===== config.mk =====
export PLATFORM = sky130hd
export DESIGN_NAME = reg_bus_master
export DESIGN_NICKNAME = d
export VERILOG_FILES = /design/src/rtl/reg_bus_pkg.sv /design/src/rtl/reg_bus_master_frame_timer.sv /design/src/rtl/reg_bus_master.sv
export SDC_FILE = /design/constraint.sdc
export NUM_CORES = 1
export LEC_CHECK = 0
export CORE_MARGIN = 5
export CORE_UTILIZATION = 53
export DETAILED_ROUTE_END_ITERATION = 16
export PLACE_DENSITY = 0.89
export SLEW_MARGIN = 20
export SYNTH_ARGS = -nofsm -noshare
export SYNTH_HDL_FRONTEND = slang
export SYNTH_SLANG_ARGS = --single-unit

===== constraint.sdc =====
create_clock -name clk -period 4.4 [get_ports clk]
set_input_delay 1.32 -clock clk [delete_from_list [all_inputs] [get_ports clk]]
set_output_delay 1.32 -clock clk [all_outputs]
set_load 0.05 [all_outputs]

===== src/rtl/reg_bus_pkg.sv =====
// Shared definitions for the register-bus initiator: frame opcodes,
// response bytes and the frame-handling state encoding.
package reg_bus_pkg;

  localparam logic [7:0] OP_WR   = 8'h57;
  localparam logic [7:0] OP_RD   = 8'h52;
  localparam logic [7:0] RSP_ACK = 8'h06;
  localparam logic [7:0] RSP_NAK = 8'h15;

  typedef enum logic [2:0] {
    ST_IDLE,
    ST_GET_ADDR,
    ST_GET_DATA,
    ST_WRITE,
    ST_RD_WAIT,
    ST_SEND
  } state_t;

  // States in which an incoming command byte may be consumed.
  function automatic logic takes_rx(input state_t s);
    return (s == ST_IDLE) || (s == ST_GET_ADDR) || (s == ST_GET_DATA);
  endfunction

  // States in which the inter-byte timeout is armed.
  function automatic logic mid_frame(input state_t s);
    return (s == ST_GET_ADDR) || (s == ST_GET_DATA);
  endfunction

endpackage


===== src/rtl/reg_bus_master_frame_timer.sv =====
// Inter-byte idle timer. Counts cycles while run is high and no clear
// occurs; expired stays high once TIMEOUT idle cycles have elapsed.
// TIMEOUT=0 disables the timer entirely (expired tied low).
module frame_timer #(
  parameter int TIMEOUT = 1000
) (
  input  logic clk,
  input  logic res_n,
  input  logic clear,
  input  logic run,
  output logic expired
);

  generate
    if (TIMEOUT == 0) begin : g_off
      assign expired = 1'b0;
    end else begin : g_on
      localparam int CW = $clog2(TIMEOUT + 1);
      logic [CW-1:0] count;

      assign expired = (count == CW'(TIMEOUT));

      // Idle-cycle counter, saturating at TIMEOUT.
      always_ff @(posedge clk or negedge res_n) begin
        if (!res_n) begin
          count <= '0;
        end else if (clear) begin
          count <= '0;
        end else if (run && !expired) begin
          count <= count + CW'(1);
        end
      end
    end
  endgenerate

endmodule


===== src/rtl/reg_bus_master.sv =====
// Byte-stream to register-bus initiator. Parses write (57 addr data) and
// read (52 addr) frames, drives the shared register bus and returns read
// data / NAK bytes on the tx stream.
// Build option: define REG_BUS_MASTER_WR_ACK_EN to return an ACK byte
// after every write; otherwise writes are silent.
module reg_bus_master
  import reg_bus_pkg::*;
#(
  parameter int DATA_WIDTH = 8,
  parameter int READ_WAIT  = 2,
  parameter int TIMEOUT    = 1000
) (
  input  logic                  clk,
  input  logic                  res_n,
  input  logic [DATA_WIDTH-1:0] rx_data,
  input  logic                  rx_valid,
  output logic                  rx_ready,
  output logic [DATA_WIDTH-1:0] tx_data,
  output logic                  tx_valid,
  input  logic                  tx_ready,
  output logic [DATA_WIDTH-1:0] bus_addr,
  output logic [DATA_WIDTH-1:0] bus_wdata,
  output logic                  bus_we,
  input  logic [DATA_WIDTH-1:0] bus_rdata,
  output logic                  busy
);

  localparam logic [DATA_WIDTH-1:0] OP_WR_B   = DATA_WIDTH'(OP_WR);
  localparam logic [DATA_WIDTH-1:0] OP_RD_B   = DATA_WIDTH'(OP_RD);
  localparam logic [DATA_WIDTH-1:0] RSP_NAK_B = DATA_WIDTH'(RSP_NAK);
`ifdef REG_BUS_MASTER_WR_ACK_EN
  localparam logic [DATA_WIDTH-1:0] RSP_ACK_B = DATA_WIDTH'(RSP_ACK);
`endif
  localparam logic [3:0] WAIT_LAST = 4'(READ_WAIT - 1);

  state_t                  state;
  state_t                  state_next;
  logic                    is_read;
  logic [3:0]              wait_cnt;
  logic [DATA_WIDTH-1:0]   addr_q;
  logic [DATA_WIDTH-1:0]   wdata_q;
  logic [DATA_WIDTH-1:0]   tx_q;

  logic                    rx_accept;
  logic                    ld_op;
  logic                    ld_addr;
  logic                    ld_wdata;
  logic                    ld_tx;
  logic [DATA_WIDTH-1:0]   tx_next;
  logic                    clr_wait;
  logic                    timer_run;
  logic                    timer_clear;
  logic                    timed_out;

  // rx_ready is forced low during reset, not just after the state resets.
  assign rx_ready  = res_n && takes_rx(state);
  assign rx_accept = rx_valid && rx_ready;
  assign tx_valid  = (state == ST_SEND);
  assign bus_we    = (state == ST_WRITE);
  assign busy      = (state != ST_IDLE);
  assign tx_data   = tx_q;
  assign bus_addr  = addr_q;
  assign bus_wdata = wdata_q;

  assign timer_run   = mid_frame(state);
  assign timer_clear = rx_accept || !timer_run;

  frame_timer #(
    .TIMEOUT(TIMEOUT)
  ) u_frame_timer (
    .clk    (clk),
    .res_n  (res_n),
    .clear  (timer_clear),
    .run    (timer_run),
    .expired(timed_out)
  );

  // State register.
  always_ff @(posedge clk or negedge res_n) begin
    if (!res_n) begin
      state <= ST_IDLE;
    end else begin
      state <= state_next;
    end
  end

  // Next-state decode and datapath load strobes.
  always_comb begin
    state_next = state;
    ld_op      = 1'b0;
    ld_addr    = 1'b0;
    ld_wdata   = 1'b0;
    ld_tx      = 1'b0;
    tx_next    = '0;
    clr_wait   = 1'b0;
    case (state)
      ST_IDLE: begin
        if (rx_accept) begin
          if (rx_data == OP_WR_B || rx_data == OP_RD_B) begin
            ld_op      = 1'b1;
            state_next = ST_GET_ADDR;
          end else begin
            ld_tx      = 1'b1;
            tx_next    = RSP_NAK_B;
            state_next = ST_SEND;
          end
        end
      end
      ST_GET_ADDR: begin
        // An arriving byte wins over a simultaneous timeout.
        if (rx_accept) begin
          ld_addr = 1'b1;
          if (is_read) begin
            clr_wait   = 1'b1;
            state_next = ST_RD_WAIT;
          end else begin
            state_next = ST_GET_DATA;
          end
        end else if (timed_out) begin
          state_next = ST_IDLE;
        end
      end
      ST_GET_DATA: begin
        if (rx_accept) begin
          ld_wdata   = 1'b1;
          state_next = ST_WRITE;
        end else if (timed_out) begin
          state_next = ST_IDLE;
        end
      end
      ST_WRITE: begin
`ifdef REG_BUS_MASTER_WR_ACK_EN
        ld_tx      = 1'b1;
        tx_next    = RSP_ACK_B;
        state_next = ST_SEND;
`else
        state_next = ST_IDLE;
`endif
      end
      ST_RD_WAIT: begin
        if (wait_cnt == WAIT_LAST) begin
          ld_tx      = 1'b1;
          tx_next    = bus_rdata;
          state_next = ST_SEND;
        end
      end
      ST_SEND: begin
        if (tx_ready) begin
          state_next = ST_IDLE;
        end
      end
      default: begin
        state_next = ST_IDLE;
      end
    endcase
  end

  // Frame datapath: opcode, bus address/data, response byte, read wait.
  always_ff @(posedge clk or negedge res_n) begin
    if (!res_n) begin
      is_read  <= 1'b0;
      wait_cnt <= '0;
      addr_q   <= '0;
      wdata_q  <= '0;
      tx_q     <= '0;
    end else begin
      if (ld_op) begin
        is_read <= (rx_data == OP_RD_B);
      end
      if (ld_addr) begin
        addr_q <= rx_data;
      end
      if (ld_wdata) begin
        wdata_q <= rx_data;
      end
      if (ld_tx) begin
        tx_q <= tx_next;
      end
      if (clr_wait) begin
        wait_cnt <= '0;
      end else if (state == ST_RD_WAIT) begin
        wait_cnt <= wait_cnt + 4'd1;
      end
    end
  end

endmodule


==> flow_summary.yaml <==
run_status:
  status: "complete, no violations"
placement:
  dpl.hpwl_mm: 3.10
  place.gp.congestion: 0.825
  port_buffers: 47
  post_dp_cell_area_sq_um: 2530
timing:
  period_share: 0.792
  clock_skew_ns: 0.00979
  max_clock_freq_mhz: 287
  worst_pin_slew_ns: 0.734
  setup_viol: 0
  max_slew_margin: 0.507
  setup_tns_ns: 0
  rsz0062_at_grt: "false"
  period_needed_ns: 3.48
  hold_violations: 0
  drv_slew: 0
floorplan:
  dieArea_sq_um: 5200
  dieHeight_microns: 72.1
  ios: 48
  start_util: 0.554
  fp.dieW_microns: 72.1
  core_area_sq_um: 3690
  fp-row-count: 22
routing:
  vias_per_cell: 5.40
  drt_wl_total_mm: 4.34
  vias: 1545
  wl_per_cell_microns: 15.2
  drcViolationCount: 0
  drtIter0Drc: 109
  drtPass1Iterations: 4
  ant_nets: 0
cts:
  cts_made_buffers: 5
  clk_pin_slew_ns: 0.08
  cts_hold_buf: 0
  cts_sinks: 42
  cts_buffer_depth: 2
  cts_tree: "built"
  htreeDepth: 2
  worstSkewPairLatency_ns: 0.30
  cts_setup_buffers: 0
  cts_root_buf: "clkbuf_8"
  ctsResizeCount: 0
critical_path:
  end_kind: "primary output"
  critPathSlowestCell: "clkdlybuf4s50_1"
  critPathBufInv: 1
  worstSetupStartpointType: "register"
  cp_max_fo: 15
  criticalPathCategory: "register to primary output"
  critPathArrivalTime_ns: 2.16
  crit_chain: "nor2b_1 -> and2_1 -> clkdlybuf4s50_1"
  cpLargestDelayFamily: "buffers and inverters"
  slowest_delay_ns: 0.81
  r2r_cells: 4
  r2r_slack_ns: 2.40
  crit_required_ns: 3.08
  r2r-start: "state[0]"
  r2r_end: "state[2]"
synthesis:
  synthArstFlopShare: 1.00
  synth-simple-area-share: 0.205
  netlist_area_sq_um: 2040
  ys_seq_area_frac: 0.514
  synthAdderAreaFrac: 0.0245
  yosysUniqueCellTypes: 43
  synth-seq-cells: 42
  synth.net_count: 215
  syn_inst: 191
  synth_top_family_by_area: "simple AND/OR/NAND/NOR gates"
  syn_area_per_cell_sq_um: 10.7
  ys_warn_count: 0
  synthMuxAreaShare: 0.0931
  yosysTopAreaCell: "dfrtp_1"
  synth_compound_area_frac: 0.0686
  synth_top_flop_cell: "dfrtp_1"
  synth_top_area_frac: 0.514
  synth_xor_area_frac: 0.0557
  synth_edf_count: 0
  synth_area_leaders: "dfrtp_1, mux2_2, nand2_1"
global_routing:
  grt_overflow: 0
  grt_pass1_vias: 1671
  grt_pass1_wl_mm: 7.51
  grt_antenna_before_repair: 0
  grt_max_degree: 46
  grt_usage: 0.185
power:
  fin_total_pwr_w: 0.00143
  powerDensity_nw_per_um2: 544
  worst_ir_drop_vdd_mv: 0.337
  cellLeakagePower_nw: 1.14
run:
  maxCapViolCount: 0
final_layout:
  final_net_count: 261
  layout-drive-gt1-share: 0.143
  fin_util: 0.713
  final_cell_area_sq_um: 2630
  area_growth_pct: 28.7
  antenna_cells: 0
worst_hold_path:
  hold_class: "register to register"
  min_path_cells: 2
  holdPathEnd: "tx_data[3]"
  min_from: "tx_data[3]"
[power by group]
group	leakage [nW]	internal (W)	total (W)	switching, W
registers	0.548	0.000475	0.000545	0.0000702
logic	0.546	0.000231	0.000624	0.000393
clock network	0.0472	0.000126	0.000260	0.000134
total	1.14	0.000832	0.00143	0.000597
[how the worst max path moves through the flow]
stage	from	to	cells past startpoint
floorplan	res_n	rx_ready	1
global placement	res_n	state[2]	6
detailed placement	res_n	state[2]	6
CTS	state[0]	tx_valid	3
global route	state[0]	tx_valid	3
finish	state[0]	tx_valid	3
[registers in the layout, summed over array words and instances (netlist names)]
name                      count
bus_wdata                     8
wait_cnt                      4
bus_addr                      8
tx_data                       8
is_read                       1
u_frame_timer.g_on.count     10
state                         3
[cells in the mapped netlist (2+ instances only)]
| library cell | n |
|---|---|
| xor2_1 | 5 |
| buf_2 | 5 |
| and3_1 | 2 |
| dfrtp_1 | 42 |
| nand3_1 | 14 |
| nand4_1 | 3 |
| and2_1 | 2 |
| nor3_1 | 4 |
| a21oi_1 | 6 |
| a221oi_1 | 2 |
| nand2_1 | 25 |
| mux2_2 | 16 |
| inv_1 | 7 |
| o21ai_1 | 2 |
| nor2_1 | 17 |
| xnor2_1 | 8 |
| ha_1 | 4 |
| o21ai_0 | 2 |
[metrics by stage]
stage,std cells,hold WS (ns),setup slack [ns]
global placement,278,0.472,1.19
finish,286,0.492,0.917
global route,286,0.528,0.774
floorplan,191,0.510,1.32
detailed placement,278,0.481,1.12
CTS,286,0.498,0.899
[placed cells by master (no fill, tap or decap), types with 3 or more instances in the layout]
cell,n
nor3_1,4
clkbuf_8,6
mux2_2,16
nand4_1,3
dfrtp_1,42
nand3_1,14
a21oi_1,6
inv_1,7
xnor2_1,8
nor2_1,17
ha_1,4
clkdlybuf4s50_1,45
xor2_1,5
nand2_1,25
[cells by family after synthesis]
logic type                 count (synthesis)
adders and majority gates                  4
muxes                                     17
AOI/OAI and AO/OA                         19
and+or+nand+nor                           80
DFF                                       42
xor gates and xnor gates                  13
buffers and inverters                     16
[worst register-to-register path: stages (launching register included)]
cell and delay [ns]:
dfrtp_1 0.64, nor2b_1 0.27, and2_1 0.51, a2111oi_0 0.23
o41ai_1 0.26
[cell type report]
class / count / area, sq um
Multi-Input combinational cell: 133 / 913
Tap cell: 48 / 60.1
Clock inverter: 2 / 12.5
Fill cell: 278 / 1060
Sequential cell: 42 / 1050
Inverter: 7 / 26.3
Clock buffer: 6 / 82.6
Timing Repair Buffer: 48 / 483
[routing by layer]
layer	vias up	global-route usage	share of wire
met5	-	0	0
met4	0	0.0731	0.022
met3	9	0.0651	0.068
met2	52	0.303	0.48
met1	736	0.223	0.43
li1	748	-	-
(Power assumes the default switching activity.)
